## src/rtl/ext_mem_pkg.sv

```systemverilog
// Shared types and constant helpers for the external memory bridge.
package ext_mem_pkg;

  typedef enum logic [2:0] {
    IDLE,
    SETUP,
    STROBE,
    HOLD,
    DONE
  } state_e;

  // Ceiling log2 for elaboration-time sizing; clog2(1) is 0.
  function automatic int clog2(input int value);
    int result;
    result = 0;
    for (int i = 0; i < 31; i++) begin
      if ((1 << i) < value) result = i + 1;
    end
    return result;
  endfunction

  // Largest of four timing parameters, used to size the shared phase counter.
  function automatic int max4(input int a, input int b, input int c, input int d);
    int m;
    m = a;
    if (b > m) m = b;
    if (c > m) m = c;
    if (d > m) m = d;
    return m;
  endfunction

endpackage

```

## src/rtl/sync_2ff.sv

```systemverilog
// Two-flop synchroniser for the asynchronous ready/busy pin.
module sync_2ff (
  input  logic clk,
  input  logic reset,
  input  logic d_i,
  output logic q_o
);

  logic meta_q;
  logic sync_q;

  // Resets to "busy" so nothing is assumed ready until the pin has been sampled.
  always_ff @(posedge clk or posedge reset) begin
    if (reset) begin
      meta_q <= 1'b0;
      sync_q <= 1'b0;
    end else begin
      meta_q <= d_i;
      sync_q <= meta_q;
    end
  end

  assign q_o = sync_q;

endmodule

```

## src/rtl/ext_mem_bridge.sv

```systemverilog
// Avalon-MM slave that serialises each bus word into LANES narrow cycles on an
// asynchronous external memory (8-bit flash or 16-bit SRAM) through a tristate pad.
module ext_mem_bridge
  import ext_mem_pkg::*;
#(
  parameter int ADDR_W     = 21,
  parameter int BUS_W      = 32,
  parameter int MEM_W      = 8,
  parameter int SETUP_CYC  = 1,
  parameter int READ_WAIT  = 5,
  parameter int WRITE_WAIT = 5,
  parameter int HOLD_CYC   = 1,
  parameter int USE_READY  = 1
) (
  input  logic                                 clk,
  input  logic                                 reset,
  input  logic [ADDR_W-1:0]                    avs_address,
  input  logic                                 avs_read,
  input  logic                                 avs_write,
  input  logic [BUS_W-1:0]                     avs_writedata,
  input  logic [BUS_W/8-1:0]                   avs_byteenable,
  output logic [BUS_W-1:0]                     avs_readdata,
  output logic                                 avs_waitrequest,
  output logic [ADDR_W+clog2(BUS_W/MEM_W)-1:0] mem_addr,
  output logic [MEM_W-1:0]                     mem_dq_out,
  output logic                                 mem_dq_oe,
  input  logic [MEM_W-1:0]                     mem_dq_in,
  output logic                                 mem_ce_n,
  output logic                                 mem_oe_n,
  output logic                                 mem_we_n,
  input  logic                                 mem_ready
);

  localparam int LANES     = BUS_W / MEM_W;
  localparam int LANE_BITS = clog2(LANES);
  localparam int LANE_W    = (LANE_BITS > 0) ? LANE_BITS : 1;
  localparam int MADDR_W   = ADDR_W + LANE_BITS;
  localparam int BPL       = MEM_W / 8;
  localparam int PH_MAX    = max4(SETUP_CYC, READ_WAIT, WRITE_WAIT, HOLD_CYC);
  localparam int PH_W      = (clog2(PH_MAX + 1) > 0) ? clog2(PH_MAX + 1) : 1;

  // Terminal counts are "cycles - 1"; zero-length phases never use theirs.
  localparam logic [PH_W-1:0] SETUP_LAST = PH_W'((SETUP_CYC > 0) ? SETUP_CYC - 1 : 0);
  localparam logic [PH_W-1:0] READ_LAST  = PH_W'(READ_WAIT - 1);
  localparam logic [PH_W-1:0] WRITE_LAST = PH_W'(WRITE_WAIT - 1);
  localparam logic [PH_W-1:0] HOLD_LAST  = PH_W'((HOLD_CYC > 0) ? HOLD_CYC - 1 : 0);

  state_e               state_q, state_d;
  logic [LANE_W-1:0]    lane_q, lane_d;
  logic [PH_W-1:0]      phaseCnt_q, phaseCnt_d;
  logic                 isRead_q, isRead_d;
  logic [ADDR_W-1:0]    addr_q, addr_d;
  logic [BUS_W-1:0]     wdata_q, wdata_d;
  logic [LANES-1:0]     laneMask_q, laneMask_d;
  logic [BUS_W-1:0]     rdBuf_q, rdBuf_d;

  logic [BUS_W-1:0]     readData_q;
  logic                 waitReq_q;
  logic                 ceN_q, oeN_q, weN_q, dqOe_q;
  logic [MADDR_W-1:0]   memAddr_q;
  logic [MEM_W-1:0]     dqOut_q;

  logic                 readySync;
  logic [LANES-1:0]     reqMask;
  logic [LANE_W-1:0]    firstLane, nextLane;
  logic                 haveFirst, haveNext;
  logic                 laneEnd;
  logic [PH_W-1:0]      strobeLast;
  logic                 laneState_d;
  logic [MADDR_W-1:0]   memAddrNext;

  // Ready/busy is only synchronised when the board actually wires it up.
  generate
    if (USE_READY != 0) begin : g_ready
      sync_2ff u_sync (
        .clk   (clk),
        .reset (reset),
        .d_i   (mem_ready),
        .q_o   (readySync)
      );
    end else begin : g_no_ready
      logic unusedReady;
      assign unusedReady = mem_ready;
      assign readySync   = 1'b1;
    end
  endgenerate

  // Work out which lanes a new request touches and where the walk goes next.
  always_comb begin
    reqMask = '0;
    for (int i = 0; i < LANES; i++) begin
      reqMask[i] = avs_read | (|avs_byteenable[i*BPL +: BPL]);
    end
    firstLane = '0;
    haveFirst = 1'b0;
    for (int i = LANES - 1; i >= 0; i--) begin
      if (reqMask[i]) begin
        firstLane = LANE_W'(i);
        haveFirst = 1'b1;
      end
    end
    nextLane = lane_q;
    haveNext = 1'b0;
    for (int i = LANES - 1; i >= 0; i--) begin
      if (laneMask_q[i] && (i > int'(lane_q))) begin
        nextLane = LANE_W'(i);
        haveNext = 1'b1;
      end
    end
  end

  // Transaction FSM: per lane SETUP -> STROBE -> HOLD, then next lane or DONE.
  always_comb begin
    state_d    = state_q;
    lane_d     = lane_q;
    phaseCnt_d = phaseCnt_q;
    isRead_d   = isRead_q;
    addr_d     = addr_q;
    wdata_d    = wdata_q;
    laneMask_d = laneMask_q;
    rdBuf_d    = rdBuf_q;
    laneEnd    = 1'b0;
    strobeLast = isRead_q ? READ_LAST : WRITE_LAST;

    case (state_q)
      IDLE: begin
        if (avs_read || avs_write) begin
          isRead_d   = avs_read;
          addr_d     = avs_address;
          wdata_d    = avs_writedata;
          laneMask_d = reqMask;
          lane_d     = firstLane;
          phaseCnt_d = '0;
          if (!haveFirst) begin
            state_d = DONE;
          end else begin
            state_d = (SETUP_CYC > 0) ? SETUP : STROBE;
          end
        end
      end
      SETUP: begin
        if (phaseCnt_q == SETUP_LAST) begin
          phaseCnt_d = '0;
          state_d    = STROBE;
        end else begin
          phaseCnt_d = phaseCnt_q + PH_W'(1);
        end
      end
      STROBE: begin
        // The minimum count saturates and then waits on ready independently.
        if (phaseCnt_q >= strobeLast) begin
          if (readySync) begin
            if (isRead_q) begin
              rdBuf_d[int'(lane_q)*MEM_W +: MEM_W] = mem_dq_in;
            end
            phaseCnt_d = '0;
            if (HOLD_CYC > 0) begin
              state_d = HOLD;
            end else begin
              laneEnd = 1'b1;
            end
          end
        end else begin
          phaseCnt_d = phaseCnt_q + PH_W'(1);
        end
      end
      HOLD: begin
        if (phaseCnt_q == HOLD_LAST) begin
          phaseCnt_d = '0;
          laneEnd    = 1'b1;
        end else begin
          phaseCnt_d = phaseCnt_q + PH_W'(1);
        end
      end
      DONE: begin
        state_d = IDLE;
      end
      default: begin
        state_d = IDLE;
      end
    endcase

    if (laneEnd) begin
      if (haveNext) begin
        lane_d  = nextLane;
        state_d = (SETUP_CYC > 0) ? SETUP : STROBE;
      end else begin
        state_d = DONE;
      end
    end
  end

  assign laneState_d = (state_d == SETUP) || (state_d == STROBE) || (state_d == HOLD);
  assign memAddrNext = (MADDR_W'(addr_d) << LANE_BITS) | MADDR_W'(lane_d);

  // State and latched transaction context.
  always_ff @(posedge clk or posedge reset) begin
    if (reset) begin
      state_q    <= IDLE;
      lane_q     <= '0;
      phaseCnt_q <= '0;
      isRead_q   <= 1'b0;
      addr_q     <= '0;
      wdata_q    <= '0;
      laneMask_q <= '0;
      rdBuf_q    <= '0;
    end else begin
      state_q    <= state_d;
      lane_q     <= lane_d;
      phaseCnt_q <= phaseCnt_d;
      isRead_q   <= isRead_d;
      addr_q     <= addr_d;
      wdata_q    <= wdata_d;
      laneMask_q <= laneMask_d;
      rdBuf_q    <= rdBuf_d;
    end
  end

  // Pad and bus outputs are registered from the next state so they line up
  // exactly with the state they belong to and never glitch.
  always_ff @(posedge clk or posedge reset) begin
    if (reset) begin
      readData_q <= '0;
      waitReq_q  <= 1'b1;
      ceN_q      <= 1'b1;
      oeN_q      <= 1'b1;
      weN_q      <= 1'b1;
      dqOe_q     <= 1'b0;
      memAddr_q  <= '0;
      dqOut_q    <= '0;
    end else begin
      waitReq_q <= (state_d != DONE);
      ceN_q     <= !laneState_d;
      oeN_q     <= !((state_d == STROBE) && isRead_d);
      weN_q     <= !((state_d == STROBE) && !isRead_d);
      dqOe_q    <= laneState_d && !isRead_d;
      if (laneState_d) begin
        memAddr_q <= memAddrNext;
        dqOut_q   <= wdata_d[int'(lane_d)*MEM_W +: MEM_W];
      end
      if ((state_d == DONE) && isRead_d) begin
        readData_q <= rdBuf_d;
      end
    end
  end

  assign avs_readdata    = readData_q;
  assign avs_waitrequest = waitReq_q;
  assign mem_addr        = memAddr_q;
  assign mem_dq_out      = dqOut_q;
  assign mem_dq_oe       = dqOe_q;
  assign mem_ce_n        = ceN_q;
  assign mem_oe_n        = oeN_q;
  assign mem_we_n        = weN_q;

endmodule

```

## config.mk

```make
export PLATFORM = sky130hd
export DESIGN_NAME = ext_mem_bridge
export DESIGN_NICKNAME = d
export VERILOG_FILES = /design/src/rtl/ext_mem_pkg.sv /design/src/rtl/sync_2ff.sv /design/src/rtl/ext_mem_bridge.sv
export SDC_FILE = /design/constraint.sdc
export NUM_CORES = 1
export LEC_CHECK = 0
export BUFFER_PORTS_ARGS = -buffer_cell sky130_fd_sc_hd__buf_2
export CAP_MARGIN = 20
export CORE_UTILIZATION = 55
export DETAILED_ROUTE_END_ITERATION = 7
export PLACE_DENSITY = 0.8
export SETUP_SLACK_MARGIN = 0.4
export SLEW_MARGIN = 20
export SYNTH_ARGS = -nofsm -noshare
export SYNTH_HDL_FRONTEND = slang
export SYNTH_HIERARCHICAL = 1
export SYNTH_SLANG_ARGS = --single-unit
```

## constraint.sdc

```tcl
create_clock -name clk -period 6.18 [get_ports clk]
set_clock_uncertainty 0.15 [all_clocks]
set_input_delay 0.927 -clock clk [delete_from_list [all_inputs] [get_ports clk]]
set_output_delay 0.927 -clock clk [all_outputs]
set_load 0.01 [all_outputs]
```

==> out/metrics.csv <==
stage,metric,value,unit
power,part of the power in registers,0.366,
synthesis,register area share after synthesis,0.597,
route,Routed WL,14.7,mm
synthesis,Cell variety after synth,43,
route,vias,4779,
cts,Setup Buffers After CTS,0,
critical_path,critical-path cell list,inv_1 > ha_1 > or3b_2 > nand3_1 > nand2_1 > nand3b_2 > o21ai_0 > o32a_1,
timing,Max Slew Vio Count,0,
synthesis,commonest register cell after synthesis,dfrtp_1,
synthesis,Post-synth EDFFs,0,
min_path,Hold Path Depth,0,
floorplanning,# rows,40,
synthesis,"area leader, netlist",dfrtp_1,
critical_path,"Max FO, Critical Path",40,
cts,clk_lat worst skew,0.41,ns
floorplanning,Die W,115,µm
run,Max Cap Violations,0,
critical_path,Setup CP Type,flop to flop,
place,placer congestion estimate,0.860,
timing,TNS Setup,0,ns
power,pwr dens,591,mW/mm²
floorplanning,Die Y,115,µm
cts,CTS Buffer Depth,2,
critical_path,Worst Setup End Kind,flop,
critical_path,reg-to-reg endpoint,mem_dq_out[5],
route,WL per Instance,16.8,µm
power,Leak,3.90,nW
timing,number of hold violations in the final report,0,
synthesis,Yosys warnings,6,
power,Switch Pwr,1.67,mW
synthesis,Mapped Cells,560,
place,Final HPWL DP,10.0,mm
status,status,"finished, final reports clean",
place,I/O Buffers,137,
place,placed cell area,0.00781,mm²
grt,Congestion Overflow GR,0,
route,DR pass1 iterations,5,
power,Max VDD drop,0.328,mV
timing,min cycle time layout,3.15,ns
critical_path,WP data required,6.32,ns
min_path,Hold Path Class,flop to flop,
critical_path,r2r setup slk,3.03,ns
synthesis,Seq cells post-synth,167,
synthesis,Syn Std Cell Area,0.00701,mm²
critical_path,crit path DAT,3.29,ns
synthesis,most frequent cell after synthesis,dfrtp_1,
cts,TritonCTS clock tree,built,
critical_path,CP Buf/Inv Count,1,
power,Sw Share,0.335,
layout,Syn-to-layout area delta,20.3,%
critical_path,Crit-path slowest cell,nand3b_2,
synthesis,Post-Syn Nets,639,
critical_path,Setup crit start kind,flop,
cts,TritonCTS Buffers,17,
route,First DRT Iteration DRCs,352,
synthesis,Async SR Flop Fraction,1.00,
min_path,Hold EP,g_ready.u_sync/q_o,
cts,root buffer cell,clkbuf_16,
power,Pint,3.31,mW
synthesis,syn_area_per_cell,12.5,µm²
power,Logic pwr share,0.414,
critical_path,Reg2Reg Depth,8,
layout,Final nets,772,
floorplanning,I/O Pins,138,
timing,fin crit share,0.510,
timing,Final setup viols,0,
route,Residual DRC,0,
cts,Worst-path clk slew,0.06,ns
floorplanning,Starting Density,0.574,
grt,met2 usage,0.399,
synthesis,Post-synth top cells,"163 x dfrtp_1, 100 x mux2_2, 79 x nand2_1",
layout,"Design Area, Final",0.00843,mm²
floorplanning,core area,0.0122,mm²
floorplanning,DIE AREA,0.0132,mm²
route,vias per cell,5.46,
power,power share of the clock group,0.220,
cts,H-tree depth,4,
timing,Slew @ Worst Pin,0.953,ns
grt,vias in the first global route,4795,
route,Post-DRT Antenna Nets,0,
timing,setup repair after global routing missed its margin,false,
timing,Max Clock Freq,0.317,GHz
critical_path,max incr delay on CP,0.71,ns
cts,post_cts resized,0,
cts,Sink Count,167,
grt,largest net degree at the start of global routing,108,
synthesis,Synth top area share,0.582,
timing,Slew Limit Headroom,0.363,
grt,GRT Max-Usage Layer,met2,
grt,global router's overall resource usage,0.237,
grt,first-pass GRT wire length,23.7,mm
grt,Global Route met1 Usage,0.288,
min_path,launch point of the worst hold path,g_ready.u_sync/meta_q,
cts,hold buffers post-CTS,0,
critical_path,Worst path top cell family by delay,simple AND/OR/NAND/NOR gates,
grt,initial antenna violation count,1,
synthesis,"top cells by area, synth","dfrtp_1 58%, mux2_2 16%, nand2_1 4.2%",
layout,layout cell share with drive strength beyond 1,0.408,
grt,GRT met3 Usage,0.0796,
critical_path,worst r2r src,lane_q[0],
-- per-layer routing --
layer / share of wire / vias to the layer above
met5: 0 / -
met3: 0.064 / 18
met1: 0.41 / 2411
li1: - / 2202
met2: 0.51 / 148
met4: 0.016 / 0
-- state kept, by name, indices dropped and copies added, names as in the netlist, 2 cells and up --
name,count
lane_q,2
phaseCnt_q,3
state_q,3
wdata_q,32
mem_addr,23
rdBuf_q,32
laneMask_q,3
mem_dq_out,8
avs_readdata,32
addr_q,21
-- worst reg2reg max path, cell delays in order (launching register included) --
cell and delay, ns:
dfrtp_1 0.48, inv_1 0.18, ha_1 0.23, or3b_2 0.47, nand3_1 0.14, nand2_1 0.10, nand3b_2 0.71, o21ai_0 0.22
o32a_1 0.35
-- area by class of cell --
class	instances	area (µm²)
Antenna cell	1	2.50
Clock buffer	23	468
Timing Repair Buffer	141	716
Sequential cell	167	4180
Fill cell	897	3780
Multi-Input combinational cell	346	2620
Tap cell	168	210
Clock inverter	9	148
Inverter	20	80.1
-- power by group through the flow --
| stage | Combinational [mW] | Clock (mW) | Sequential (mW) |
|---|---|---|---|
| floorplan | 1.47 | 0 | 1.88 |
| global placement | 1.97 | 0 | 1.81 |
| detailed placement | 2.06 | 0 | 1.84 |
| CTS | 2.08 | 1.11 | 1.83 |
| global route | 2.27 | 1.16 | 1.88 |
| finish | 2.06 | 1.09 | 1.82 |
-- per-stage QoR --
stage / utilization / total power, mW / instances / hold WS [ns] / setup WS [ns]
5_1_grt: 0.690 / 5.30 / 875 / 0.203 / 2.77
3_3_place_gp: 0.640 / 3.78 / 842 / 0.187 / 2.83
6_report: 0.690 / 4.98 / 875 / 0.198 / 3.03
4_1_cts: 0.690 / 5.02 / 874 / 0.201 / 3.03
3_5_place_dp: 0.640 / 3.90 / 842 / 0.188 / 2.76
2_1_floorplan: - / 3.35 / 560 / 0.181 / 0.648
-- cells in the final DEF (no fill, tap or decap), types with 4 or more instances in the layout --
cell	n
dfrtp_1	163
buf_2	137
mux2_2	100
nand2_1	78
o21ai_0	53
inv_1	19
mux2i_1	17
clkbuf_16	17
nand3_1	13
nor2_1	9
o32a_1	9
ha_1	9
nand3b_1	8
nor3b_1	8
nor2b_1	4
dfstp_2	4
clkbuf_1	4
bufinv_16	4
clkinv_2	4
buf_4	4
-- kinds of logic (layout without fill, tap and decap cells) --
logic type	count (synthesis)	count (layout)	share of synthesized area
xor+xnor	1	1	0.00125
simple gates	143	143	0.103
buf+inv	47	193	0.0298
compound gates	76	76	0.0684
mux	117	117	0.185
other cells	0	1	0
fa+ha+maj	9	9	0.0161
flops	167	167	0.597
-- worst max path at each step --
| stage | startpoint | to | slack, ns | cells after the start |
|---|---|---|---|---|
| floorplan | reset | addr_q[0] | 0.65 | 1 |
| global placement | avs_read | mem_dq_out[5] | 2.83 | 8 |
| detailed placement | avs_read | mem_dq_out[5] | 2.76 | 8 |
| CTS | lane_q[0] | mem_dq_out[5] | 3.03 | 8 |
| global route | lane_q[0] | mem_dq_out[4] | 2.77 | 8 |
| finish | lane_q[0] | mem_dq_out[5] | 3.03 | 8 |
(Power assumes the default switching activity.)
